===== src/rtl/timberwolf_pkg.sv =====
// Shared core types: architectural register count, register address type and
// the write-back request record.
package timberwolf_pkg;
  localparam int NUM_ARCH_REG   = 32;
  localparam int REG_ADDR_WIDTH = 5;
  localparam int XLEN           = 32;

  typedef logic [REG_ADDR_WIDTH-1:0] reg_addr_t;

  typedef struct packed {
    reg_addr_t       addr;
    logic [XLEN-1:0] data;
  } wb_req_t;
endpackage


===== src/rtl/rr_arbiter.sv =====
// Generic NUM_REQ-way one-hot grant generator. TIMBERWOLF_WB_RR_EN selects
// round-robin with a rotating pointer; otherwise the lowest index wins.
module rr_arbiter #(
  parameter int NUM_REQ = 3
) (
  input  logic               clk,
  input  logic               rst_n,
  input  logic [NUM_REQ-1:0] req,
  output logic [NUM_REQ-1:0] gnt
);
`ifdef TIMBERWOLF_WB_RR_EN
  localparam int PW = $clog2(NUM_REQ);

  logic [PW-1:0] ptr_q, ptr_d;
  logic          found;
  int            idx;

  // Walk requesters starting at the pointer, wrapping modulo NUM_REQ.
  always_comb begin
    gnt   = '0;
    ptr_d = ptr_q;
    found = 1'b0;
    idx   = 0;
    for (int k = 0; k < NUM_REQ; k++) begin
      idx = int'(ptr_q) + k;
      if (idx >= NUM_REQ) idx = idx - NUM_REQ;
      if (req[idx] && !found) begin
        found    = 1'b1;
        gnt[idx] = 1'b1;
        ptr_d    = (idx == NUM_REQ - 1) ? '0 : PW'(idx + 1);
      end
    end
  end

  always_ff @(posedge clk or negedge rst_n) begin
    if (!rst_n) ptr_q <= '0;
    else        ptr_q <= ptr_d;
  end
`else
  logic found;
  logic unused_clk_rst;
  assign unused_clk_rst = clk ^ rst_n;

  always_comb begin
    gnt   = '0;
    found = 1'b0;
    for (int i = 0; i < NUM_REQ; i++) begin
      if (req[i] && !found) begin
        found  = 1'b1;
        gnt[i] = 1'b1;
      end
    end
  end
`endif
endmodule


===== src/rtl/reg_wb_arbiter.sv =====
// Register-file write-back arbiter plus busy scoreboard. Arbitration policy is
// chosen by TIMBERWOLF_WB_RR_EN (round-robin) vs. fixed priority when undefined.
module reg_wb_arbiter
  import timberwolf_pkg::*;
#(
  parameter int REG_WIDTH = 32,
  parameter int NUM_REQ   = 3
) (
  input  logic                                    clk,
  input  logic                                    rst,
  input  logic [NUM_REQ-1:0]                      wb_valid,
  input  logic [NUM_REQ-1:0][REG_ADDR_WIDTH-1:0]  wb_addr,
  input  logic [NUM_REQ-1:0][REG_WIDTH-1:0]       wb_data,
  output logic [NUM_REQ-1:0]                      wb_ready,
  input  logic                                    rsv_en,
  input  reg_addr_t                               rsv_addr,
  output logic [NUM_ARCH_REG-1:0]                 busy,
  output logic                                    reg_wr_en,
  output reg_addr_t                               reg_wr_addr,
  output logic [REG_WIDTH-1:0]                    reg_wr_data
);
  logic [NUM_REQ-1:0]      gnt;
  logic                    acc;
  reg_addr_t               sel_addr;
  logic [REG_WIDTH-1:0]    sel_data;

  logic                    wr_en_q, wr_en_d;
  reg_addr_t               wr_addr_q, wr_addr_d;
  logic [REG_WIDTH-1:0]    wr_data_q, wr_data_d;
  logic [NUM_ARCH_REG-1:0] busy_q, busy_d;

  rr_arbiter #(.NUM_REQ(NUM_REQ)) u_arb (
    .clk   (clk),
    .rst_n (rst),
    .req   (wb_valid),
    .gnt   (gnt)
  );

  assign wb_ready = gnt & {NUM_REQ{rst}};
  assign acc      = |gnt;

  // Grant is one-hot, so an OR-reduction mux picks the winner.
  always_comb begin
    sel_addr = '0;
    sel_data = '0;
    for (int i = 0; i < NUM_REQ; i++) begin
      if (gnt[i]) begin
        sel_addr = sel_addr | wb_addr[i];
        sel_data = sel_data | wb_data[i];
      end
    end
  end

  always_comb begin
    wr_en_d   = acc && (sel_addr != '0);
    wr_addr_d = acc ? sel_addr : wr_addr_q;
    wr_data_d = acc ? sel_data : wr_data_q;
    busy_d    = busy_q;
    if (wr_en_q) busy_d[wr_addr_q] = 1'b0;
    // Set after clear: a fresh reservation outlives the older write.
    if (rsv_en && rsv_addr != '0) busy_d[rsv_addr] = 1'b1;
    busy_d[0] = 1'b0;
  end

  always_ff @(posedge clk or negedge rst) begin
    if (!rst) begin
      wr_en_q   <= 1'b0;
      wr_addr_q <= '0;
      wr_data_q <= '0;
      busy_q    <= '0;
    end else begin
      wr_en_q   <= wr_en_d;
      wr_addr_q <= wr_addr_d;
      wr_data_q <= wr_data_d;
      busy_q    <= busy_d;
    end
  end

  assign reg_wr_en   = wr_en_q;
  assign reg_wr_addr = wr_addr_q;
  assign reg_wr_data = wr_data_q;
  assign busy        = busy_q;
endmodule


===== config.mk =====
export PLATFORM = sky130hd
export DESIGN_NAME = reg_wb_arbiter
export DESIGN_NICKNAME = d
export VERILOG_FILES = /design/src/rtl/timberwolf_pkg.sv /design/src/rtl/rr_arbiter.sv /design/src/rtl/reg_wb_arbiter.sv
export SDC_FILE = /design/constraint.sdc
export NUM_CORES = 1
export LEC_CHECK = 0
export ABC_AREA = 1
export CORE_UTILIZATION = 41
export CTS_BUF_LIST = sky130_fd_sc_hd__clkbuf_16
export CTS_CLUSTER_SIZE = 24
export DETAILED_ROUTE_END_ITERATION = 8
export GPL_TIMING_DRIVEN = 1
export PLACE_DENSITY = 0.89
export SYNTH_ARGS = -nofsm -noshare
export SYNTH_HDL_FRONTEND = slang
export SYNTH_SLANG_ARGS = --single-unit

===== constraint.sdc =====
create_clock -name clk -period 2.3 [get_ports clk]
set_clock_uncertainty 0.2 [all_clocks]
set_input_delay 0.23 -clock clk [delete_from_list [all_inputs] [get_ports clk]]
set_output_delay 0.23 -clock clk [all_outputs]
set_load 0.01 [all_outputs]

==> results list <==
- For this run, design rule violations remaining after detail routing come to 0.
- In this run the core area contains 32 standard-cell rows.
- 0 antenna diodes ended up in the layout.
- The number of antenna violations at the first check in global routing is 0.
* Share of the clock period used by the worst path after layout: 0.9480
- Cell type with the largest total area after synthesis: dfrtp_1
- Power spread over the standard cell area amounts to 793.4 nW/um2.
- Sinks on Clock Net: 69
- In this run the power spent charging and discharging nets is 0.001273 W.
- The share of synthesized area in the top cell type comes to 0.5143.
* Final number of hold-violating endpoints: 0
- Startpoint-to-endpoint class of the critical path: in -> out
- Buffers inserted during clock tree synthesis total 9.
- Sequential share of power: 0.370
- The worst register-to-register path has a depth of 4.
- For this run, the register share of the synthesized area comes to 0.5143.
- Internal power of the cells: 0.003249 W
* Port Buffers: 193
* Final total power: 0.004522 W
- Maximum achievable frequency: 458.7 MHz
* Hold-critical path endpoint: reg_wr_data[29]
- Starting Density: 0.4300
- Setup violations remaining at the end of the flow were counted as 0.
- Detail-routed net length per standard cell: 16.01 um
- Worst reg2reg startpoint: reg_wr_addr[0]
* Area of the die: 8553 um2
- Across every metal layer, demand over resource in global routing totals 0.2783.
- Filler cell count in the final layout: 584
* Violation count after the first detailed-routing iteration: 154
- Summing all multi-input logic gate instances after layout gives 1406 um2.
- Slack of the worst reg-to-reg path: 0.75 ns
* Crit path required time: 1.87 ns
- Clock-pin slew was measured on the worst setup and hold paths at 0.06 ns.
- Subtracting the final worst setup slack from the clock period gives 2.180 ns.
* Height of the chip: 92.49 um
- Maximum level of the CTS H-tree: 3
* Number of warnings printed during yosys synthesis: 0
- Vias per inst: 5.246
- Adding up every negative setup slack in the final design gives 0 ns.
* Number of vias after detailed routing: 3,751
- Maximum number of pins on one net before global-route repair: 52
- In this run the tightest slew margin relative to its limit is 0.4449.
- In the final layout, the share of cells above drive strength 1 is 0.06199.
- At the pin with the least slew margin, the transition time is 0.8299 ns.
* Type of element launching the critical path: input port
* Routability-driven placement congestion ratio: 0.9013
- The share of total power dissipated in the clock network is 0.323.
- The worst hold path begins at wb_valid[0].
- In this run the horizontal extent of the chip is 92.49 um.
* Drt total wl: 11,440 um
- Kind of path behind the tightest hold check: in -> reg
* First-pass GRT wire length: 18,400 um
- Result of the run: finished, final reports clean
- Number of gates resized after CTS: 0
- Number of distinct library cells after synthesis: 21
- The analysis attributes to cell leakage a power of 2.405 nW.
- In this run, synthesis produced a sequential element count of 69.
* Synthesized netlist net count: 533
* Endpoint of the worst-slack reg-to-reg timing path: busy[26]
* Number of global-route vias before repair: 3,766
- Setup repair after global routing left no endpoint under its margin.
- Crit path max fanout: 6
* Highest ir drop seen on vdd: 0.0004077 V
- Across the whole layout, storage elements account for 1727 um2.
- IO Count: 195
- Counting every instance in the synthesized netlist gives 411.
* Inst Count DP: 697
- WHS Path Cells: 3
- Of the total power, the share spent switching nets is 0.2815.
- Averaged over all synthesized cells, the footprint is 8.168 um2.
- At the end of the flow, the number of nets in the layout was 730.
* Post-layout instance count excluding filler cells: 715
- Remaining number of nets flagged by the antenna check after routing: 0
* Maximum clock path buffer count: 2
- Layout overhead on the synthesized area: 69.77%
- Global-route congestion overflow total: 0
* DP Wirelength: 8822 um
* Max-slew violations: 0
* Core area: 7807 um2
* CP Data Arrival Time: 1.75 ns
- In this run the cell area of the synthesized design comes to 3357 um2.
* Crit path capture type: output pin
- TritonCTS built the clock tree.
- Across the run, the number of max-cap violations was 0.
* Root buf cell: clkbuf_16
* Clock latency at the later pin of the worst-skew pair: 0.32 ns
- Logic pwr share: 0.307
- Ranked by total cell area, the synthesized netlist is headed by dfrtp_1 51%, nand2_1 17%, o21ai_0 6.7%.
* First-pass detailed-route iteration total: 5
## final cells by class
class | count | share of cell area
clock buffers | 9 | 0.03952
well taps | 102 | 0.02239
clock inverters | 7 | 0.01581
flip-flops and latches | 69 | 0.3030
repair buffers | 202 | 0.3548
inverters | 27 | 0.01778
multi-input cells | 299 | 0.2468
## per-stage QoR
| step | hold slack [ns] | instance area, um2 | utilization | setup slack [ns] |
|---|---|---|---|---|
| 5_1_grt | 0.1870 | 5699 | 0.7300 | 0.06265 |
| 3_3_place_gp | -0.07787 | 5364 | 0.6870 | 0.1232 |
| 2_1_floorplan | -0.2656 | 3357 | - | 0.9928 |
| 4_1_cts | 0.1583 | 5699 | 0.7300 | 0.1189 |
| 6_report | 0.1613 | 5699 | 0.7300 | 0.1197 |
| 3_5_place_dp | -0.07776 | 5364 | 0.6870 | 0.1205 |
## worst max path at each step
stage                start          end  slack (ns)
3_5_place_dp   wb_valid[1]  wb_ready[2]        0.12
3_3_place_gp   wb_valid[1]  wb_ready[2]        0.12
6_report       wb_valid[1]  wb_ready[2]        0.12
4_1_cts        wb_valid[1]  wb_ready[2]        0.12
2_1_floorplan  wb_valid[0]  wb_ready[1]        0.99
5_1_grt        wb_valid[1]  wb_ready[2]        0.06
## repair_timing
| action | in CTS | in global routing |
|---|---|---|
| setup buffers | 0 | 0 |
| endpoints found under the hold margin | 18 | 0 |
| hold buffers | 2 | 0 |
| setup endpoints to repair | 0 | 0 |
## critical path: stages
cell and delay, ns:
clkdlybuf4s50_1 0.56, nor2_8 0.21, nand2_1 0.10, nor2_1 0.09
clkdlybuf4s50_1 0.57
## registers in the layout, indices dropped and copies added, names as in the netlist
register	count
reg_wr_addr	5
reg_wr_data	32
reg_wr_en	1
busy	31
## power by group through the flow
stage | clock [W] | combinational [W] | sequential (W)
after detailed placement | 0 | 0.00139 | 0.00169
after global placement | 0 | 0.00135 | 0.00167
after CTS | 0.00149 | 0.00140 | 0.00167
after global routing | 0.00154 | 0.00152 | 0.00170
after floorplan | 0 | 0.000335 | 0.00179
final | 0.00146 | 0.00139 | 0.00167
## cells in the mapped netlist (all sizes together)
library cell  count
nand4            34
clkbuf            2
inv              27
conb              1
buf              14
a21oi             1
nor2              7
nor3              5
dfrtp            69
o21ai            60
nand2           157
o21bai            4
nand3            30
## layout by cell type, fill, tap and decap left out, drive strengths merged
master	n
nor2	7
dlygate4sd3	2
nand4	34
dfrtp	69
inv	29
buf	9
conb	1
clkinv	3
o21bai	4
nor3	5
clkdlybuf4s50	191
nand3	30
o21ai	60
bufinv	2
clkbuf	9
a21oi	1
nand2	157
## kinds of logic (layout without fill, tap and decap cells)
family	after synthesis	count (layout)	synth area share
AOI/OAI and AO/OA	65	65	0.1010
buffers and inverters	43	245	0.06672
DFF	69	69	0.5144
other	1	1	0.001117
and+or+nand+nor	233	233	0.3168
## routing by layer
layer,wire length (um),track usage,up-vias
met5,0,0,-
met4,276,0.1055,0
met3,998,0.06568,26
met2,6053,0.4895,201
met1,4117,0.3278,1756
li1,-,-,1768
(Power assumes the default switching activity.)
